[src/rtl/seg7_scan_driver.sv]
// Multiplexed 4-digit common-anode 7-segment driver.
// scan_clk is a slow square wave that is sampled in the clk_in domain; each of
// its rising edges advances the display by one digit. A new value is staged in
// a pending frame and only becomes visible at the start of the next frame, so a
// frame is never shown half old and half new. Between digits all anodes are
// switched off for a short gap to prevent ghosting. Leading zeros can be
// suppressed.
module seg7_scan_driver #(
    parameter int BLANK_CYCLES = 8,
    parameter int CNT_W        = 8
) (
    input  logic        clk_in,
    input  logic        rst,
    input  logic        scan_clk,
    input  logic [15:0] value_in,
    input  logic        load,
    input  logic [3:0]  dp_in,
    input  logic        blank_lz,
    output logic [3:0]  an,
    output logic [6:0]  seg,
    output logic        dp,
    output logic [1:0]  digit_sel
);

    typedef enum logic [1:0] {OFF, BLANK, SHOW} state_t;

    state_t           state;
    logic [CNT_W-1:0] cnt;

    logic sync_a;
    logic sync_q;
    logic edge_q;
    logic tick;
    logic frame_start;

    logic [15:0] pending_val;
    logic [3:0]  pending_dp;
    logic        pending_lz;
    logic [15:0] active_val;
    logic [3:0]  active_dp;
    logic        active_lz;

    logic [3:0]  upper_zero;
    logic [15:0] shifted_val;
    logic [3:0]  nibble;
    logic        lz_blank;
    logic [6:0]  hex_seg;
    logic [3:0]  show_an;
    logic [6:0]  show_seg;
    logic        show_dp;

    // Two-stage synchroniser for scan_clk plus an edge register for rise detection.
    always_ff @(posedge clk_in or posedge rst) begin
        if (rst) begin
            sync_a <= 1'b0;
            sync_q <= 1'b0;
            edge_q <= 1'b0;
        end else begin
            sync_a <= scan_clk;
            sync_q <= sync_a;
            edge_q <= sync_q;
        end
    end

    assign tick        = sync_q & ~edge_q;
    assign frame_start = tick && (digit_sel == 2'd3);

    // Stage new frames in pending; promote to active only when a new frame begins.
    always_ff @(posedge clk_in or posedge rst) begin
        if (rst) begin
            pending_val <= '0;
            pending_dp  <= '0;
            pending_lz  <= 1'b0;
            active_val  <= '0;
            active_dp   <= '0;
            active_lz   <= 1'b0;
        end else begin
            if (load) begin
                pending_val <= value_in;
                pending_dp  <= dp_in;
                pending_lz  <= blank_lz;
            end
            if (frame_start) begin
                active_val <= load ? value_in : pending_val;
                active_dp  <= load ? dp_in    : pending_dp;
                active_lz  <= load ? blank_lz : pending_lz;
            end
        end
    end

    // upper_zero[i]: digit i and every digit above it are zero.
    generate
        for (genvar gi = 0; gi < 4; gi++) begin : g_upper_zero
            assign upper_zero[gi] = (active_val[15:4*gi] == '0);
        end
    endgenerate

    assign shifted_val = active_val >> {digit_sel, 2'b00};
    assign nibble      = shifted_val[3:0];
    assign lz_blank    = active_lz && (digit_sel != 2'd0) && upper_zero[digit_sel];

    // Hex nibble to active-low segment pattern {g,f,e,d,c,b,a}.
    always_comb begin
        hex_seg = 7'h7F;
        case (nibble)
            4'h0: hex_seg = 7'h40;
            4'h1: hex_seg = 7'h79;
            4'h2: hex_seg = 7'h24;
            4'h3: hex_seg = 7'h30;
            4'h4: hex_seg = 7'h19;
            4'h5: hex_seg = 7'h12;
            4'h6: hex_seg = 7'h02;
            4'h7: hex_seg = 7'h78;
            4'h8: hex_seg = 7'h00;
            4'h9: hex_seg = 7'h10;
            4'hA: hex_seg = 7'h08;
            4'hB: hex_seg = 7'h03;
            4'hC: hex_seg = 7'h46;
            4'hD: hex_seg = 7'h21;
            4'hE: hex_seg = 7'h06;
            4'hF: hex_seg = 7'h0E;
            default: hex_seg = 7'h7F;
        endcase
    end

    // Output pattern for the selected digit; a suppressed leading zero stays dark.
    always_comb begin
        show_an  = lz_blank ? 4'hF  : ~(4'b0001 << digit_sel);
        show_seg = lz_blank ? 7'h7F : hex_seg;
        show_dp  = lz_blank ? 1'b1  : ~active_dp[digit_sel];
    end

    // Scan FSM: every tick blanks the display and selects the next digit,
    // the gap counter then runs down before the digit is lit.
    always_ff @(posedge clk_in or posedge rst) begin
        if (rst) begin
            state     <= OFF;
            cnt       <= '0;
            digit_sel <= 2'd3;
            an        <= 4'hF;
            seg       <= 7'h7F;
            dp        <= 1'b1;
        end else if (tick) begin
            state     <= BLANK;
            cnt       <= CNT_W'(BLANK_CYCLES);
            digit_sel <= digit_sel + 2'd1;
            an        <= 4'hF;
            seg       <= 7'h7F;
            dp        <= 1'b1;
        end else begin
            case (state)
                OFF: begin
                    an  <= 4'hF;
                    seg <= 7'h7F;
                    dp  <= 1'b1;
                end
                BLANK: begin
                    if (cnt == '0) begin
                        state <= SHOW;
                        an    <= show_an;
                        seg   <= show_seg;
                        dp    <= show_dp;
                    end else begin
                        cnt <= cnt - 1'b1;
                    end
                end
                SHOW: begin
                    state <= SHOW;
                end
                default: begin
                    state <= OFF;
                end
            endcase
        end
    end

endmodule

[config.mk]
export PLATFORM = sky130hd
export DESIGN_NAME = seg7_scan_driver
export DESIGN_NICKNAME = d
export VERILOG_FILES = /design/src/rtl/seg7_scan_driver.sv
export SDC_FILE = /design/constraint.sdc
export NUM_CORES = 1
export LEC_CHECK = 0
export BUFFER_PORTS_ARGS = -buffer_cell sky130_fd_sc_hd__buf_2
export CAP_MARGIN = 0
export CORE_MARGIN = 2
export CORE_UTILIZATION = 62
export DETAILED_ROUTE_END_ITERATION = 10
export GPL_TIMING_DRIVEN = 0
export HOLD_SLACK_MARGIN = 0.02
export PLACE_DENSITY = 0.84
export SLEW_MARGIN = 20
export SYNTH_ARGS = -nofsm -noshare
export SYNTH_HDL_FRONTEND = slang
export SYNTH_SLANG_ARGS = --single-unit
export TNS_END_PERCENT = 5
[constraint.sdc]
create_clock -name clk_in -period 7 [get_ports clk_in]
set_clock_uncertainty 0.15 [all_clocks]
set_input_delay 0.7 -clock clk_in [delete_from_list [all_inputs] [get_ports clk_in]]
set_output_delay 0.7 -clock clk_in [all_outputs]
set_load 0.02 [all_outputs]
==> results.cfg <==
[cts]
cts_buffer_depth = 2
cts_sinks = 69
postCtsSetupBuffers = 0
cts_buffers = 9
path_clk_slew_ns = 0.07
cts_tree = done
clk_latency_ns = 0.34
cts_resized = 0
cts_max_level = 3
postCtsHoldBufs = 0
cts_root_buf = clkbuf_8

[die]
fp.dieH_um = 76.90
die-area_mm2 = 0.005913
io_pins = 39
core_area_mm2 = 0.005107
die_x_um = 76.90
core.rowCount = 26
start_util_pct = 64.50

[place]
placedCellCount = 373
gp_congestion = 0.8397
dp_slack_ns = 4.185
hpwl_um = 4354
port_buffers = 38
post_dp_cell_area_mm2 = 0.003595

[final_layout]
diodes = 0
final_cells = 389
syn2layout_area_growth_pct = 15.99
finish.utilization_pct = 74.82
fin_nets = 353
drive_gt1_share_pct = 38.24
fillers = 358
final_area_mm2 = 0.003821

[setup_path]
startpoint_type = flip-flop
crit_path_end_kind = flip-flop
cp.arrival_ns = 2.96
worstPathMaxFanout = 10
worst-setup-path-type = reg -> reg
critPathRequiredTime_ns = 7.13

[global_route]
grt.total_usage_pct = 23.49
grt_overflow = 0
grt_max_degree = 37
antenna_found_initial = 0
grt_pass1_vias = 2210
grt_pass1_wl_um = 10700

[timing]
setup_viol = 0
final.setup.tns_ns = 0
hold_ws_ns = 0.2051
worst_slack_ns = 4.168
period_minus_slack_ns = 2.832
worst_pin_slew_ns = 0.6273
rsz0062_at_grt = no
fmax_mhz = 353.2
hold_violations = 0
drv_slew = 0
relSlewSlack_pct = 57.86
fin_crit_sh_pct = 40.45

[detailed_routing]
ant_nets = 0
wire_per_inst_um = 15.99
vias_per_cell = 5.586
drt_iter0_drc = 105
dr.pass1.iters = 4
drc = 0
drt_wl_total_um = 6222
vias = 2173

[synth]
syn_area_mm2 = 0.003294
ys_ff_latch = 69
ys_seq_area_share_pct = 52.94
ys_warn_count = 0
syn_avg_cell_area_um2 = 12.48
ys_types = 38
syn-num-nets = 303
syn_inst = 264

[run]
max-cap-violations = 0

[outcome]
outcome = complete, no violations

[power]
p_per_area_mw_per_mm2 = 449.2
ir_worst_vdd_uv = 207.0
p_leak_nw = 1.661
finalPower_mw = 1.716

[hold_path]
worstHoldPathType = in -> async
cells in the final DEF (no fill, tap or decap), drive strengths merged, types with 4 or more instances in the layout:
cell    instances
a21oi          12
mux4            5
mux2           43
nand2          18
dfstp          14
inv            11
buf            43
nor4            4
ha             14
o21ai          14
nor3            5
xnor2           7
nor2           22
dfrtp          55
clkbuf         19
worst max-delay path: stages (launching register included):
cell       delay (ns)
dfstp_2          0.60
clkbuf_1         0.39
mux4_1           0.45
inv_1            0.19
ha_1             0.30
nor4b_1          0.09
nor3_1           0.20
o21ai_0          0.11
o2bb2ai_1        0.16
a21oi_1          0.13
metal layers:
metal	GRT usage [%]	vias up	share of wire, %	routed length, um
met5	0	-	0	0
met4	12.55	0	2.3	145
met3	4.235	15	4.6	287
met2	36.32	56	49	3025
met1	31.88	1065	44	2763
li1	-	1037	-	-
kinds of logic after synthesis:
group / Yosys count / share of synthesized area, %
flops: 69 / 52.94
simple gates: 62 / 9.723
mux: 51 / 19.48
compound gates: 37 / 6.912
buf+inv: 21 / 2.962
fa+ha+maj: 14 / 5.317
xor+xnor: 10 / 2.659
report_power, final:
group          switching, mW  leakage [nW]  internal (mW)
logic                  0.389         0.741          0.331
registers              0.103         0.810          0.526
clock network          0.147         0.110          0.220
total                  0.639          1.66           1.08
cells in the mapped netlist (all sizes together):
cell type / n / share of area (%)
dfrtp: 55 / 42
mux2: 43 / 15
nor2: 22 / 2.5
nand2: 18 / 2.1
dfstp: 14 / 11
ha: 14 / 5.3
o21ai: 14 / 2.2
a21oi: 12 / 1.8
inv: 11 / 1.3
xnor2: 7 / 1.9
clkbuf: 6 / 0.68
mux4: 5 / 3.9
nor3: 5 / 0.91
buf: 4 / 1.0
nor4: 4 / 0.76
a31oi: 3 / 0.57
mux2i: 3 / 0.91
nor4b: 3 / 0.99
xor2: 3 / 0.80
a211oi: 2 / 0.46
nand4b: 2 / 0.53
nor4bb: 2 / 0.61
o311ai: 2 / 0.53
a2111oi: 1 / 0.46
a21boi: 1 / 0.34
and2: 1 / 0.19
and4bb: 1 / 0.38
nand2b: 1 / 0.19
nand3b: 1 / 0.23
nor2b: 1 / 0.19
o2bb2ai: 1 / 0.27
o31ai: 1 / 0.23
or3: 1 / 0.19
worst paths after layout:
check	startpoint	end	slack, ns	cells after the start
setup reg to reg	digit_sel[1]	seg[0]	4.17	9
hold / removal	rst	pending_val[15]	0.21	2
setup / recovery	digit_sel[1]	seg[0]	4.17	9
min in group clk_in	sync_a	sync_q	0.22	0
max in group asynchronous	rst	seg[1]	5.90	3
hold reg to reg	sync_a	sync_q	0.22	0
sequential cells by signal, summed over array words and instances (netlist names), 2 cells and up:
name	count
active_dp	4
active_val	16
an	4
cnt	8
digit_sel	2
pending_dp	4
pending_val	16
seg	7
state	2
layout make-up:
cell class	instances	area (um2)	share of cell area [%]
Buffer	10	56.30	1.473
Clock buffer	13	158.9	4.158
Clock inverter	3	67.56	1.768
Inverter	11	43.79	1.146
Multi-Input combinational cell	174	1453	38.02
Sequential cell	69	1744	45.65
Tap cell	70	87.58	2.292
Timing Repair Buffer	39	210.2	5.501
Note: power is estimated with default switching activity, not from simulation.
